### src/rtl/game_step_scheduler.sv
`default_nettype none
// ============================================================================
// game_step_scheduler : issues one game step every speed+1 frames at the start
//                       of vertical blank and arbitrates the shared board RAM.
// Revision            : 1.0
// ============================================================================
module game_step_scheduler #(
  parameter int V_ACTIVE = 480,
  parameter int ADDR_W   = 10,
  parameter int DATA_W   = 4
) (
  input  logic              clk,
  input  logic              reset,
  input  logic [9:0]        y,
  input  logic              pause,
  input  logic [3:0]        speed,
  input  logic              step_ack,
  input  logic              clr_overrun,
  input  logic [ADDR_W-1:0] rd_addr_vid,
  input  logic [ADDR_W-1:0] addr_game,
  input  logic              we_game,
  input  logic [DATA_W-1:0] wdata_game,
  output logic              step_req,
  output logic              grant,
  output logic [ADDR_W-1:0] ram_addr,
  output logic              ram_we,
  output logic [DATA_W-1:0] ram_wdata,
  output logic [3:0]        frame_cnt,
  output logic [15:0]       step_count,
  output logic              overrun
);

  typedef enum logic [0:0] {
    IDLE = 1'b0,
    STEP = 1'b1
  } state_t;

  localparam logic [9:0] C_V_ACTIVE = 10'(V_ACTIVE);

  state_t      state_q, state_d;
  logic        blank_q;
  logic [3:0]  frame_cnt_q, frame_cnt_d;
  logic [15:0] step_count_q, step_count_d;
  logic        overrun_q, overrun_d;

  logic        blank;
  logic        vblank_start;
  logic        active_start;

  assign blank        = (y >= C_V_ACTIVE);
  assign vblank_start = blank & ~blank_q;
  assign active_start = ~blank & blank_q;

  // blank_q resets high so a reset taken inside blanking cannot fake an edge.
  always_ff @(posedge clk) begin
    if (reset) begin
      state_q      <= IDLE;
      blank_q      <= 1'b1;
      frame_cnt_q  <= 4'd0;
      step_count_q <= 16'd0;
      overrun_q    <= 1'b0;
    end else begin
      state_q      <= state_d;
      blank_q      <= blank;
      frame_cnt_q  <= frame_cnt_d;
      step_count_q <= step_count_d;
      overrun_q    <= overrun_d;
    end
  end

  always_comb begin
    state_d      = state_q;
    frame_cnt_d  = frame_cnt_q;
    step_count_d = step_count_q;
    overrun_d    = overrun_q;

    if (clr_overrun) begin
      overrun_d = 1'b0;
    end

    case (state_q)
      IDLE: begin
        // >= so that lowering speed below the current count fires at once.
        if (vblank_start && !pause) begin
          if (frame_cnt_q >= speed) begin
            frame_cnt_d = 4'd0;
            state_d     = STEP;
          end else begin
            frame_cnt_d = frame_cnt_q + 4'd1;
          end
        end
      end
      STEP: begin
        if (active_start) begin
          overrun_d = 1'b1;
        end
        if (step_ack) begin
          state_d      = IDLE;
          step_count_d = step_count_q + 16'd1;
        end
      end
      default: state_d = IDLE;
    endcase
  end

  assign step_req   = (state_q == STEP);
  assign grant      = (state_q == STEP);
  assign frame_cnt  = frame_cnt_q;
  assign step_count = step_count_q;
  assign overrun    = overrun_q;

  assign ram_addr  = grant ? addr_game : rd_addr_vid;
  assign ram_we    = grant & we_game;
  assign ram_wdata = wdata_game;

endmodule
`default_nettype wire

### config.mk
export PLATFORM = sky130hd
export DESIGN_NAME = game_step_scheduler
export DESIGN_NICKNAME = d
export VERILOG_FILES = /design/src/rtl/game_step_scheduler.sv
export SDC_FILE = /design/constraint.sdc
export NUM_CORES = 1
export LEC_CHECK = 0
export ABC_AREA = 1
export BUFFER_PORTS_ARGS = -buffer_cell sky130_fd_sc_hd__buf_4
export CELL_PAD_IN_SITES_DETAIL_PLACEMENT = 0
export CELL_PAD_IN_SITES_GLOBAL_PLACEMENT = 2
export CORE_ASPECT_RATIO = 0.5
export CORE_MARGIN = 5
export CORE_UTILIZATION = 23
export DETAILED_ROUTE_END_ITERATION = 10
export MAX_ROUTING_LAYER = met4
export PLACE_DENSITY = 0.93
export SYNTH_ARGS = -nofsm -noshare
export SYNTH_HDL_FRONTEND = slang
export SYNTH_SLANG_ARGS = --single-unit
### constraint.sdc
create_clock -name clk -period 3 [get_ports clk]
set_clock_uncertainty 0.05 [all_clocks]
set_input_delay 0.15 -clock clk [delete_from_list [all_inputs] [get_ports clk]]
set_output_delay 0.15 -clock clk [all_outputs]
set_load 0.05 [all_outputs]
==> impl_metrics.tcl, run 1 <==
set metrics [dict create \
    status "completed" \
    clock_power_share_pct 41.4 \
    rr_startpoint "step_count[0]$_SDFFE_PP0P_" \
    criticalPathCategory "flop to primary output" \
    p_sw_share_pct 24.29 \
    max_stage_delay_ns 0.48 \
    drv_cap 0 \
    fin_area_um2 1997 \
    finalSetupViolations 0 \
    place_ws_ns 1.500 \
    avgSynthCellArea_um2 7.358 \
    synth_area_um2 1361 \
    numPortBuffers 68 \
    relSlewSlack_pct 78.70 \
    period_share_pct 58.59 \
    place_area_um2 1917 \
    grt_pass1_vias 1317 \
    hpwl_um 3026 \
    powerDensity_nw_per_um2 355.3 \
    min_period_ns 1.758 \
    final_hold_viol_count 0 \
    fin_ws_ns 1.242 \
    cp.required_ns 2.80 \
    core_area_um2 5610 \
    synth_fp_nets 235 \
    cts-root-buf "clkbuf_16" \
    rrSetupSlack_ns 1.52 \
    p_leak_nw 0.9455 \
    path_cells "buf_4 -> mux2_2 -> buf_4" \
    grt_first_pass_wirelength_um 5920 \
    yosysUniqueCellTypes 27 \
    pwr-share-comb_pct 15.2 \
    drt-wirelength-per-cell_um 11.41 \
    io_pins 82 \
    hp-class "primary input to flop" \
    antenna_left 0 \
    arrival_ns 1.56 \
    synth-xor-area-share_pct 3.860 \
    synth_top_family_by_area "simple AND/OR/NAND/NOR gates" \
    syn_inst 185 \
    ir_drop_v 0.0001819 \
    final_cell_mix "buf_4, nand2_1, inv_1, dfxtp_1, nor2_1" \
    vias_per_cell 4.341 \
    critical_path.startpoint "grant$_SDFF_PP0_" \
    critPathLaunchType "flop" \
    numCtsBuffers 3 \
    p_int_w 0.0005372 \
    diodes 0 \
    clk_path_buf_depth 2 \
    instances_no_fill 323 \
    cp_max_fo 13 \
    fmax_mhz 568.9 \
    start_util_pct 24.26 \
    layout_commonest_cell "buf_4" \
    ctsHoldBuffers 0 \
    tightestPinTransition_ns 0.3171 \
    track_usage_pct 9.695 \
    reg2reg_depth 8 \
    die_x_um 118.8 \
    clock_latency_ns 0.26 \
    p_switching_w 0.0001724 \
    totalWireLength_um 3686 \
    dp_cells 319 \
    cp_num_cells 3 \
    grt_max_degree 14 \
    maxSlewViolCount 0 \
    synth.largest_area_cell "dfxtp_1" \
    synth_compound_area_share_pct 7.996 \
    r2r_end "step_count[12]$_SDFFE_PP0P_" \
    cpMostUsedCell "buf_4" \
    synthMuxAreaShare_pct 8.272 \
    die_h_um 64.40 \
    die_area_um2 7651 \
    post_synth_fa_ha_maj_area_fraction_pct 5.515 \
    antenna_found_initial 0 \
    yosysTopAreaCellShare_pct 33.82 \
    htree_levels 1 \
    num_rows 19 \
    dr_total_vias 1402 \
    crit_path_end_kind "primary output" \
    first_pass_iters 4 \
    grt_overflow_total 0 \
    rsz0062_at_grt "no" \
    tns_ns 0 \
    post-route-drc-count 0 \
    synth_seq_area_share_pct 33.82 \
    slowest_stage "dfxtp_1" \
    critPathBufInv 2 \
    ys_warn_count 0 \
    drive_above_1_share_pct 36.00 \
    globalplace.congestion 0.7922 \
    cp-endpoint "ram_addr[2]" \
    post_cts_buffers 0 \
    fin_nets 301 \
    area_delta_synth_final_pct 46.69 \
    cts_tree "yes" \
    cts_resized 0 \
    ys_ff_latch 23 \
    synth_area_leaders "dfxtp_1, nand2_1, mux2_2" \
    clkTransAtPathRegs_ns 0.06 \
    cts_sinks 23 \
    power_frac_seq_pct 43.5 \
    critPathTopFamily "flip-flops" \
    first_iter_violations 51 \
    synthSimpleGateAreaFrac_pct 28.31 \
]
## state kept, by name, summed over array words and instances (netlist names)
signal,cells
grant,1
blank_q,1
step_count,16
frame_cnt,4
overrun,1
## how the worst min path moves through the flow
stage                              from                 end  slack, ns  cells after the start
after global routing        clr_overrun  overrun$_SDFF_PP0_       0.05                      2
after CTS                   clr_overrun  overrun$_SDFF_PP0_       0.04                      2
after global placement    wdata_game[0]        ram_wdata[0]       0.25                      0
after detailed placement  wdata_game[0]        ram_wdata[0]       0.25                      0
final                       clr_overrun  overrun$_SDFF_PP0_       0.05                      2
after floorplan             clr_overrun  overrun$_SDFF_PP0_       0.22                      1
## power by group through the flow
| stage | sequential (W) | combinational (W) | clock, W |
|---|---|---|---|
| 2_1_floorplan | 0.000318 | 0.0000667 | 0 |
| 3_3_place_gp | 0.000315 | 0.000107 | 0 |
| 3_5_place_dp | 0.000315 | 0.000109 | 0 |
| 4_1_cts | 0.000308 | 0.000109 | 0.000304 |
| 5_1_grt | 0.000309 | 0.000115 | 0.000313 |
| 6_report | 0.000308 | 0.000108 | 0.000294 |
## synthesized netlist by cell type
cell and count:
mux2_2 10, xor2_1 5, o32ai_1 1, ha_1 6, nor2_4 2, o21ai_0 6
inv_1 29, nand2_1 32, buf_2 1, buf_4 6, dfxtp_1 23, a21oi_1 9
nand3_1 12, or2_2 1, o21ai_1 2, inv_2 1, nand4_1 4, o21bai_1 2
nand2_4 1, and3_1 1, xnor2_1 1, nor2_2 1, nor3b_1 3, nor2_1 20
nor3_2 1, clkbuf_1 1, nor3_1 4
## metrics by stage
stage | util, % | hold WS [ns] | total power (W)
floorplan | - | 0.2169 | 0.0003846
global placement | 34.17 | 0.2506 | 0.0004223
detailed placement | 34.17 | 0.2506 | 0.0004243
CTS | 35.59 | 0.04220 | 0.0007212
global route | 35.59 | 0.04751 | 0.0007366
finish | 35.59 | 0.04835 | 0.0007096
## worst reg2reg max path: cells and delay by family, from the launching register on
family / cells / cell delay (ns)
and+or+nand+nor: 5 / 0.52
buffers and inverters: 1 / 0.07
DFF: 1 / 0.39
AOI/OAI and AO/OA: 1 / 0.13
adders and majority gates: 1 / 0.21
## metal layers
metal | share of wire [%] | routed length (um) | GRT usage (%) | vias to the layer above
met4 | 0.84 | 31 | 3.175 | 0
li1 | - | - | - | 717
met3 | 11 | 422 | 4.053 | 2
met2 | 45 | 1671 | 16.04 | 59
met1 | 42 | 1561 | 10.71 | 624
met5 | 0 | 0 | - | -
## cell families (layout without fill, tap and decap cells)
group                    count (synthesis)  count (layout)
AO/OA/AOI/OAI                           20              20
XOR/XNOR                                 6               6
adder cells (fa/ha/maj)                  6               6
buffers and inverters                   38             103
flip-flops                              23              23
multiplexers                            10              10
AND/OR/NAND/NOR                         82              82
## cell type report
cell class	instances	area, um2
clock inverters	1	5.005
clock buffers	3	75.07
inverters	30	112.6
fillers	587	3613
repair buffers	69	518.0
flip-flops and latches	23	460.4
well taps	73	91.34
multi-input cells	124	734.5
No activity file was read; power rests on OpenSTA's default activity.
==> inputs of run 2 (changes only) <==
--- a/config.mk
+++ b/config.mk
@@ -11,10 +11,10 @@
 export CELL_PAD_IN_SITES_GLOBAL_PLACEMENT = 2
 export CORE_ASPECT_RATIO = 0.5
 export CORE_MARGIN = 5
-export CORE_UTILIZATION = 23
+export CORE_UTILIZATION = 21
 export DETAILED_ROUTE_END_ITERATION = 10
 export MAX_ROUTING_LAYER = met4
-export PLACE_DENSITY = 0.93
+export PLACE_DENSITY = 0.86
 export SYNTH_ARGS = -nofsm -noshare
 export SYNTH_HDL_FRONTEND = slang
 export SYNTH_SLANG_ARGS = --single-unit
==> constraint.sdc (replaced) <==
create_clock -name clk -period 1.7 [get_ports clk]
set_clock_uncertainty 0.05 [all_clocks]
set_input_delay 0.085 -clock clk [delete_from_list [all_inputs] [get_ports clk]]
set_output_delay 0.085 -clock clk [all_outputs]
set_load 0.05 [all_outputs]
==> run 2 against run 1 <==
  * Sequential power rose by 77%
  * Final cell count up 5.3%
  * Via count is 2.1% lower
  * Core utilization decreased by 2.6 points
  * Critical path depth did not move
  * Final area up 2.0%
  * Hold slack got worse by 0.014 ns
  * Total power up 75%
==> impl_metrics.tcl, run 2 (synthesized netlist as in run 1, its figures left out) <==
set metrics [dict create \
    status "completed" \
    die_area_um2 8290 \
    clkTransAtPathRegs_ns 0.06 \
    cp.required_ns 1.56 \
    totalWireLength_um 3714 \
    drive_above_1_share_pct 37.30 \
    drt-wirelength-per-cell_um 10.92 \
    fin_nets 303 \
    htree_levels 1 \
    p_leak_nw 0.9567 \
    finalSetupViolations 0 \
    grt_pass1_vias 1295 \
    fin_area_um2 2037 \
    die_x_um 123.9 \
    cp_max_fo 12 \
    drv_cap 0 \
    final_hold_viol_count 0 \
    cts_sinks 23 \
    rsz0062_at_grt "no" \
    globalplace.congestion 0.7468 \
    relSlewSlack_pct 75.49 \
    area_delta_synth_final_pct 49.63 \
    cts-root-buf "clkbuf_16" \
    path_cells "buf_4 -> mux2_2 -> buf_4" \
    first_iter_violations 22 \
    io_pins 82 \
    arrival_ns 1.45 \
    layout_commonest_cell "buf_4" \
    post_cts_buffers 0 \
    critPathLaunchType "flop" \
    fmax_mhz 629.4 \
    clk_path_buf_depth 2 \
    hpwl_um 2999 \
    grt_max_degree 14 \
    place_area_um2 1946 \
    numCtsBuffers 3 \
    criticalPathCategory "flop to primary output" \
    first_pass_iters 4 \
    period_share_pct 93.46 \
    crit_path_end_kind "primary output" \
    core_area_um2 6181 \
    largest_reg_flops 16 \
    slowest_stage "dfxtp_2" \
    rrSetupSlack_ns 0.26 \
    grt_overflow_total 0 \
    num_rows 20 \
    tns_ns 0 \
    start_util_pct 22.02 \
    track_usage_pct 8.974 \
    numPortBuffers 68 \
    antenna_left 0 \
    final_cell_mix "buf_4, nand2_1, inv_1, nor2_1, dfxtp_1" \
    ir_drop_v 0.0002355 \
    min_period_ns 1.589 \
    grt_first_pass_wirelength_um 5796 \
    antenna_found_initial 0 \
    cpMostUsedCell "buf_4" \
    clock_latency_ns 0.25 \
    dr_total_vias 1372 \
    powerDensity_nw_per_um2 610.9 \
    diodes 0 \
    cts_tree "yes" \
    final_core_util_pct 32.96 \
    die_h_um 66.93 \
    post-route-drc-count 0 \
    tightestPinTransition_ns 0.3672 \
    max_stage_delay_ns 0.42 \
    maxSlewViolCount 0 \
    holdWs_ns 0.03442 \
    vias_per_cell 4.035 \
    hp-class "primary input to flop" \
]
## run 2: changes by cell type in the layout (fill, tap and decap cells not counted), sizes merged
cell,previous run,this run
buf,69,70
dlygate4sd3,0,1
## run 2: per-layer routing
metal,vias up,GRT usage (%),part of all wire [%],wire (um)
met3,4,2.799,11,399
li1,726,-,-,-
met4,0,1.379,0.62,23
met5,-,-,0,0
met1,595,10.35,43,1612
met2,47,15.74,45,1680
## run 2: worst paths after layout
check                             from                   endpoint  cells after the start
max                   grant$_SDFF_PP0_                ram_addr[1]                      3
min                              reset           grant$_SDFF_PP0_                      2
max reg2reg  frame_cnt[1]$_SDFFE_PP0P_  frame_cnt[3]$_SDFFE_PP0P_                      8
min reg2reg         overrun$_SDFF_PP0_         overrun$_SDFF_PP0_                      2
## run 2: report_power, final
group	switching, W	total [W]	leakage (nW)	internal (W)
Clock	0.000192	0.000508	0.0409	0.000316
Sequential	0.00000267	0.000544	0.187	0.000542
Combinational	0.000101	0.000192	0.729	0.0000913
## run 2: metrics by stage
step,instances,power [W],worst slack (ns)
detailed placement,335,0.0007483,0.2359
floorplan,185,0.0006786,0.01024
finish,340,0.001244,0.1112
global route,340,0.001303,0.04710
CTS,340,0.001272,0.07938
global placement,335,0.0007457,0.2459
## run 2: critical path: cells and delay by family, from the launching register on
family                 cells  cell delay (ns)
muxes                      1             0.36
DFF                        1             0.42
buffers and inverters      2             0.42
## run 2: cell type report
class,instances,area [um2]
fillers,665,4144
multi-input cells,124,734.5
repair buffers,71,535.5
flip-flops and latches,23,464.2
inverters,30,112.6
well taps,88,110.1
clock buffers,3,75.07
clock inverters,1,5.005
## run 2: what timing repair did
item	CTS	global route
resized for setup	1	0
hold endpoints to repair	1	0
hold buffers	1	0
endpoints found under the setup margin	10	0
